`src/rtl/spi_master.sv`:
```
// SPI mode-0 master: one 8-bit frame per start, with optional SSEL hold between frames.
// Build option: define SPI_MASTER_LSB_FIRST_EN for LSB-first framing (default MSB first).
module spi_master #(
  parameter int unsigned CLK_DIV = 4
) (
  input  logic       clk,
  input  logic       rst,
  input  logic       start,
  input  logic       hold,
  input  logic [7:0] byte_send,
  output logic       busy,
  output logic       byte_done,
  output logic [7:0] byte_data_received,
  output logic       SCK,
  output logic       MOSI,
  input  logic       MISO,
  output logic       SSEL
);

  localparam int unsigned CntW = (CLK_DIV > 1) ? $clog2(CLK_DIV) : 1;

  typedef enum logic [2:0] {StIdle, StLead, StHigh, StLow, StGap, StHeld} state_e;

  state_e          state_q, state_d;
  logic [CntW-1:0] phase_q, phase_d;
  logic [2:0]      bit_q, bit_d;
  logic [7:0]      tx_q, tx_d;
  logic [7:0]      rx_q, rx_d;
  logic [7:0]      rxdata_q, rxdata_d;
  logic            hold_q, hold_d;
  logic            mosi_q, mosi_d;
  logic            done_q, done_d;
  logic            sck_q, ssel_q, busy_q;
  logic            phase_last;

  assign phase_last = (phase_q == CntW'(CLK_DIV - 1));

  always_comb begin
    state_d  = state_q;
    phase_d  = phase_q;
    bit_d    = bit_q;
    tx_d     = tx_q;
    rx_d     = rx_q;
    rxdata_d = rxdata_q;
    hold_d   = hold_q;
    mosi_d   = mosi_q;
    done_d   = 1'b0;
    case (state_q)
      StIdle, StHeld: begin
        if (start) begin
          tx_d    = byte_send;
          hold_d  = hold;
          phase_d = '0;
          bit_d   = '0;
          state_d = StLead;
`ifdef SPI_MASTER_LSB_FIRST_EN
          mosi_d  = byte_send[0];
`else
          mosi_d  = byte_send[7];
`endif
        end
      end
      StLead: begin
        if (phase_last) begin
          phase_d = '0;
          state_d = StHigh;
        end else begin
          phase_d = phase_q + CntW'(1);
        end
      end
      StHigh: begin
        if (phase_last) begin
          phase_d = '0;
          state_d = StLow;
`ifdef SPI_MASTER_LSB_FIRST_EN
          rx_d = {MISO, rx_q[7:1]};
          if (bit_q != 3'd7) begin
            tx_d   = {1'b0, tx_q[7:1]};
            mosi_d = tx_q[1];
          end
`else
          rx_d = {rx_q[6:0], MISO};
          if (bit_q != 3'd7) begin
            tx_d   = {tx_q[6:0], 1'b0};
            mosi_d = tx_q[6];
          end
`endif
        end else begin
          phase_d = phase_q + CntW'(1);
        end
      end
      StLow: begin
        if (phase_last) begin
          phase_d = '0;
          if (bit_q == 3'd7) begin
            done_d   = 1'b1;
            rxdata_d = rx_q;
            state_d  = hold_q ? StHeld : StGap;
          end else begin
            bit_d   = bit_q + 3'd1;
            state_d = StHigh;
          end
        end else begin
          phase_d = phase_q + CntW'(1);
        end
      end
      StGap: begin
        if (phase_last) begin
          phase_d = '0;
          state_d = StIdle;
        end else begin
          phase_d = phase_q + CntW'(1);
        end
      end
      default: state_d = StIdle;
    endcase
  end

  // Bus outputs are registered from the next state so they line up with state_q.
  always_ff @(posedge clk) begin
    if (rst) begin
      state_q  <= StIdle;
      phase_q  <= '0;
      bit_q    <= '0;
      tx_q     <= '0;
      rx_q     <= '0;
      rxdata_q <= '0;
      hold_q   <= 1'b0;
      mosi_q   <= 1'b0;
      done_q   <= 1'b0;
      sck_q    <= 1'b0;
      ssel_q   <= 1'b1;
      busy_q   <= 1'b0;
    end else begin
      state_q  <= state_d;
      phase_q  <= phase_d;
      bit_q    <= bit_d;
      tx_q     <= tx_d;
      rx_q     <= rx_d;
      rxdata_q <= rxdata_d;
      hold_q   <= hold_d;
      mosi_q   <= mosi_d;
      done_q   <= done_d;
      sck_q    <= (state_d == StHigh);
      ssel_q   <= (state_d == StIdle) || (state_d == StGap);
      busy_q   <= (state_d == StLead) || (state_d == StHigh) || (state_d == StLow) ||
                  (state_d == StGap);
    end
  end

  assign busy               = busy_q;
  assign byte_done          = done_q;
  assign byte_data_received = rxdata_q;
  assign SCK                = sck_q;
  assign MOSI               = mosi_q;
  assign SSEL               = ssel_q;

endmodule
```
`config.mk`:
```
export PLATFORM = sky130hd
export DESIGN_NAME = spi_master
export DESIGN_NICKNAME = d
export VERILOG_FILES = /design/src/rtl/spi_master.sv
export SDC_FILE = /design/constraint.sdc
export NUM_CORES = 1
export LEC_CHECK = 0
export BUFFER_PORTS_ARGS = -buffer_cell sky130_fd_sc_hd__buf_4
export CAP_MARGIN = 20
export CORE_ASPECT_RATIO = 0.8
export CORE_MARGIN = 1
export CORE_UTILIZATION = 40
export CTS_CLUSTER_SIZE = 14
export DETAILED_ROUTE_END_ITERATION = 8
export GPL_ROUTABILITY_DRIVEN = 1
export PLACE_DENSITY = 0.7
export SETUP_SLACK_MARGIN = 0.15
export SYNTH_ARGS = -nofsm -noshare
export SYNTH_HDL_FRONTEND = slang
export SYNTH_SLANG_ARGS = --single-unit
```
`constraint.sdc`:
```
create_clock -name clk -period 4.8 [get_ports clk]
set_input_delay 0.48 -clock clk [delete_from_list [all_inputs] [get_ports clk]]
set_output_delay 0.48 -clock clk [all_outputs]
set_load 0.05 [all_outputs]
```
==> metrics <==
Cell variety after synth 46; clk sinks 37; LEAKAGE 0.848 nW; diode count 0; Synthesis Warnings 0; share of cells above drive strength 1 0.231; EDFF count, synth 0; initial drt markers 74; P&R area growth vs syn 15.2%; RSZ-0062 raised after global routing no; clock skew 0.00701 ns; WL met3 137 um; Setup WS post-layout 2.72 ns; DR WL met2 1340 um; post-route ant nets 0; TritonCTS Buffers 5; RePlAce Congestion 0.705; sequential group share of total power 0.537; Max clock buf depth 2; Clk pwr share 0.364; DRC viols 0; complex-gate fraction of the synthesized area 0.178; Final Core Density 0.485; Hold Buf Count CTS 0; outcome finished, final reports clean; Resize count post-CTS 0; CP max FO 19; Syn Nets 209; WS Path Type flop to flop; Die ar. 4690 um2; Final nets 228; ys async rst share 0; min-delay worst type input pin to flop; main combinational cell family by area after synthesis simple AND/OR/NAND/NOR gates; highest ir drop seen on vdd 0.183 mV; CP endpoint kind flop; prevailing post-synth register cell dfxtp_1; worst-margin pin slew 0.977 ns; Seq cells post-synth 37; share of the synthesized area in the top cell type 0.419; CP max stage cell nor3b_2; synth top area cells dfxtp_1 (42%), a221oi_2 (5.9%), mux2i_1 (5.7%); min Tclk post-route 2.08 ns; worst path buffer plus inverter count 0; total core area 4200 um2; Final TNS setup 0 ns; final WL 3170 um; Top Layer Used met4; final setup fails 0; CP Launch Type flop; simple-gate share of the synthesized area 0.252; sequential share of the synthesized area 0.419; Remaining Overflow, GRT 0; CTS root buffer clkbuf_8; vias post-DR 1,372; pwr dens 296 nW/um2; Final Hold Viols 0; M1 WL 1660 um; Sw Ratio 0.241; GR Util All Layers 0.140; WP data required 4.96 ns; Final HPWL DP 2140 um; CP cell instances nor3b_2, nor2b_1, a221oi_2, nor3_1; xor/xnor share of the synthesized area 0; Clock Latency Late Sink 0.28 ns; WL/cell 11.8 um; pre-CTS setup slack 2.72 ns; Commonest cells post-synth dfxtp_1 (37), nor2_1 (22), nand2_1 (18), nor3_1 (17), a21oi_1 (11); critical path arrival 2.24 ns; Logic pwr share 0.098; Post-CTS Setup Inserts 0; mux cell area share after synthesis 0.0714; DIE HEIGHT 61.5 um; Clk pin slew, worst setup/hold paths 0.08 ns; largest area contributor in the netlist dfxtp_1; CTS tree done; Detailed Routing Iterations Pass 1 5; largest net degree at the start of global routing 37; I/O pin count 26; Max-cap violations 0; max-slew violation count 0; f_max 481 MHz; Mapped Area 1770 um2; antenna violations before repair 0; crit-path max cell delay 0.89 ns; CTS H-tree depth 2; CP delay by family, top simple AND/OR/NAND/NOR gates; Synth Area in Adders 0.0212; row cnt 21; crit share post-route 0.433; count leader, synth dfxtp_1; internal power 0.000458 W; PortBufs 25; Vias/cell 5.10; synthesized area per cell 9.17 um2; Net Switching 0.000146 W; starting density of the core 0.421; vias in the first global route 1,127; Slew HR 0.346; Post-Syn Instances 193; die extent in x 76.4 um; first-pass GRT wire length 5130 um
==> power by group through the flow <==
stage	Combinational [W]	Clock (W)	Sequential, W
after floorplan	0.0000392	0	0.000335
after global placement	0.0000590	0	0.000331
after detailed placement	0.0000595	0	0.000331
after CTS	0.0000596	0.000225	0.000324
after global routing	0.0000652	0.000240	0.000325
final	0.0000594	0.000220	0.000324
==> path summary, 6_finish.rpt <==
path / depth (start not counted) / endpoint / startpoint / slack [ns]
hold / removal: 3 / hold_q / hold / 0.43
setup reg to reg: 4 / tx_q[3] / state_q[1] / 2.72
setup / recovery: 4 / tx_q[3] / state_q[1] / 2.72
hold reg to reg: 2 / rx_q[4] / rx_q[3] / 0.47
==> area by class of cell <==
class                      instances  area, um2
fill                             429       2170
multi-input combinational        137        926
sequential                        37        741
timing repair buffer              25        188
clock buffer                       6       82.6
tap                               57       71.3
inverter                           6       22.5
clock inverter                     1       7.51
==> metrics by stage <==
stage	std cells	hold slack (ns)	instance area [um2]	total power, W
2_1_floorplan	193	0.436	1770	0.000375
3_3_place_gp	262	0.445	1950	0.000390
3_5_place_dp	262	0.465	1950	0.000391
4_1_cts	269	0.433	2040	0.000609
5_1_grt	269	0.465	2040	0.000630
6_report	269	0.433	2040	0.000603
==> cell usage in the layout (no fill, tap or decap), drive strengths merged, types with 2 or more instances in the layout <==
| master | n |
|---|---|
| dfxtp | 37 |
| ha | 3 |
| nand2b | 2 |
| a221oi | 7 |
| inv | 6 |
| a222oi | 2 |
| clkbuf | 6 |
| nand3b | 2 |
| mux2i | 10 |
| mux2 | 2 |
| a32oi | 2 |
| nor2 | 23 |
| buf | 25 |
| or2 | 4 |
| nor2b | 9 |
| nor3b | 2 |
| a21o | 3 |
| a31oi | 2 |
| a21oi | 13 |
| and2 | 2 |
| nand2 | 19 |
| nor3 | 17 |
==> worst min-delay path, cell delays in order <==
cell	delay, ns
buf_4	0.08
mux2i_1	0.05
nor2_1	0.07
==> flip-flops by register name (all words and copies together), names as in the netlist <==
register and cells:
byte_data_received 8, rx_q 8, tx_q 7, bit_q 3
state_q 3, phase_q 2, MOSI 1, SCK 1
SSEL 1, busy 1, byte_done 1, hold_q 1
==> cells by family after synthesis <==
group / Yosys count
buf+inv: 19
simple gates: 86
compound gates: 36
mux: 12
fa+ha+maj: 3
flops: 37
==> layer usage <==
metal	GRT usage	vias up
met5	0	-
met4	0.0577	0
met3	0.0400	5
met2	0.206	26
met1	0.193	619
li1	-	722
(Power assumes the default switching activity.)
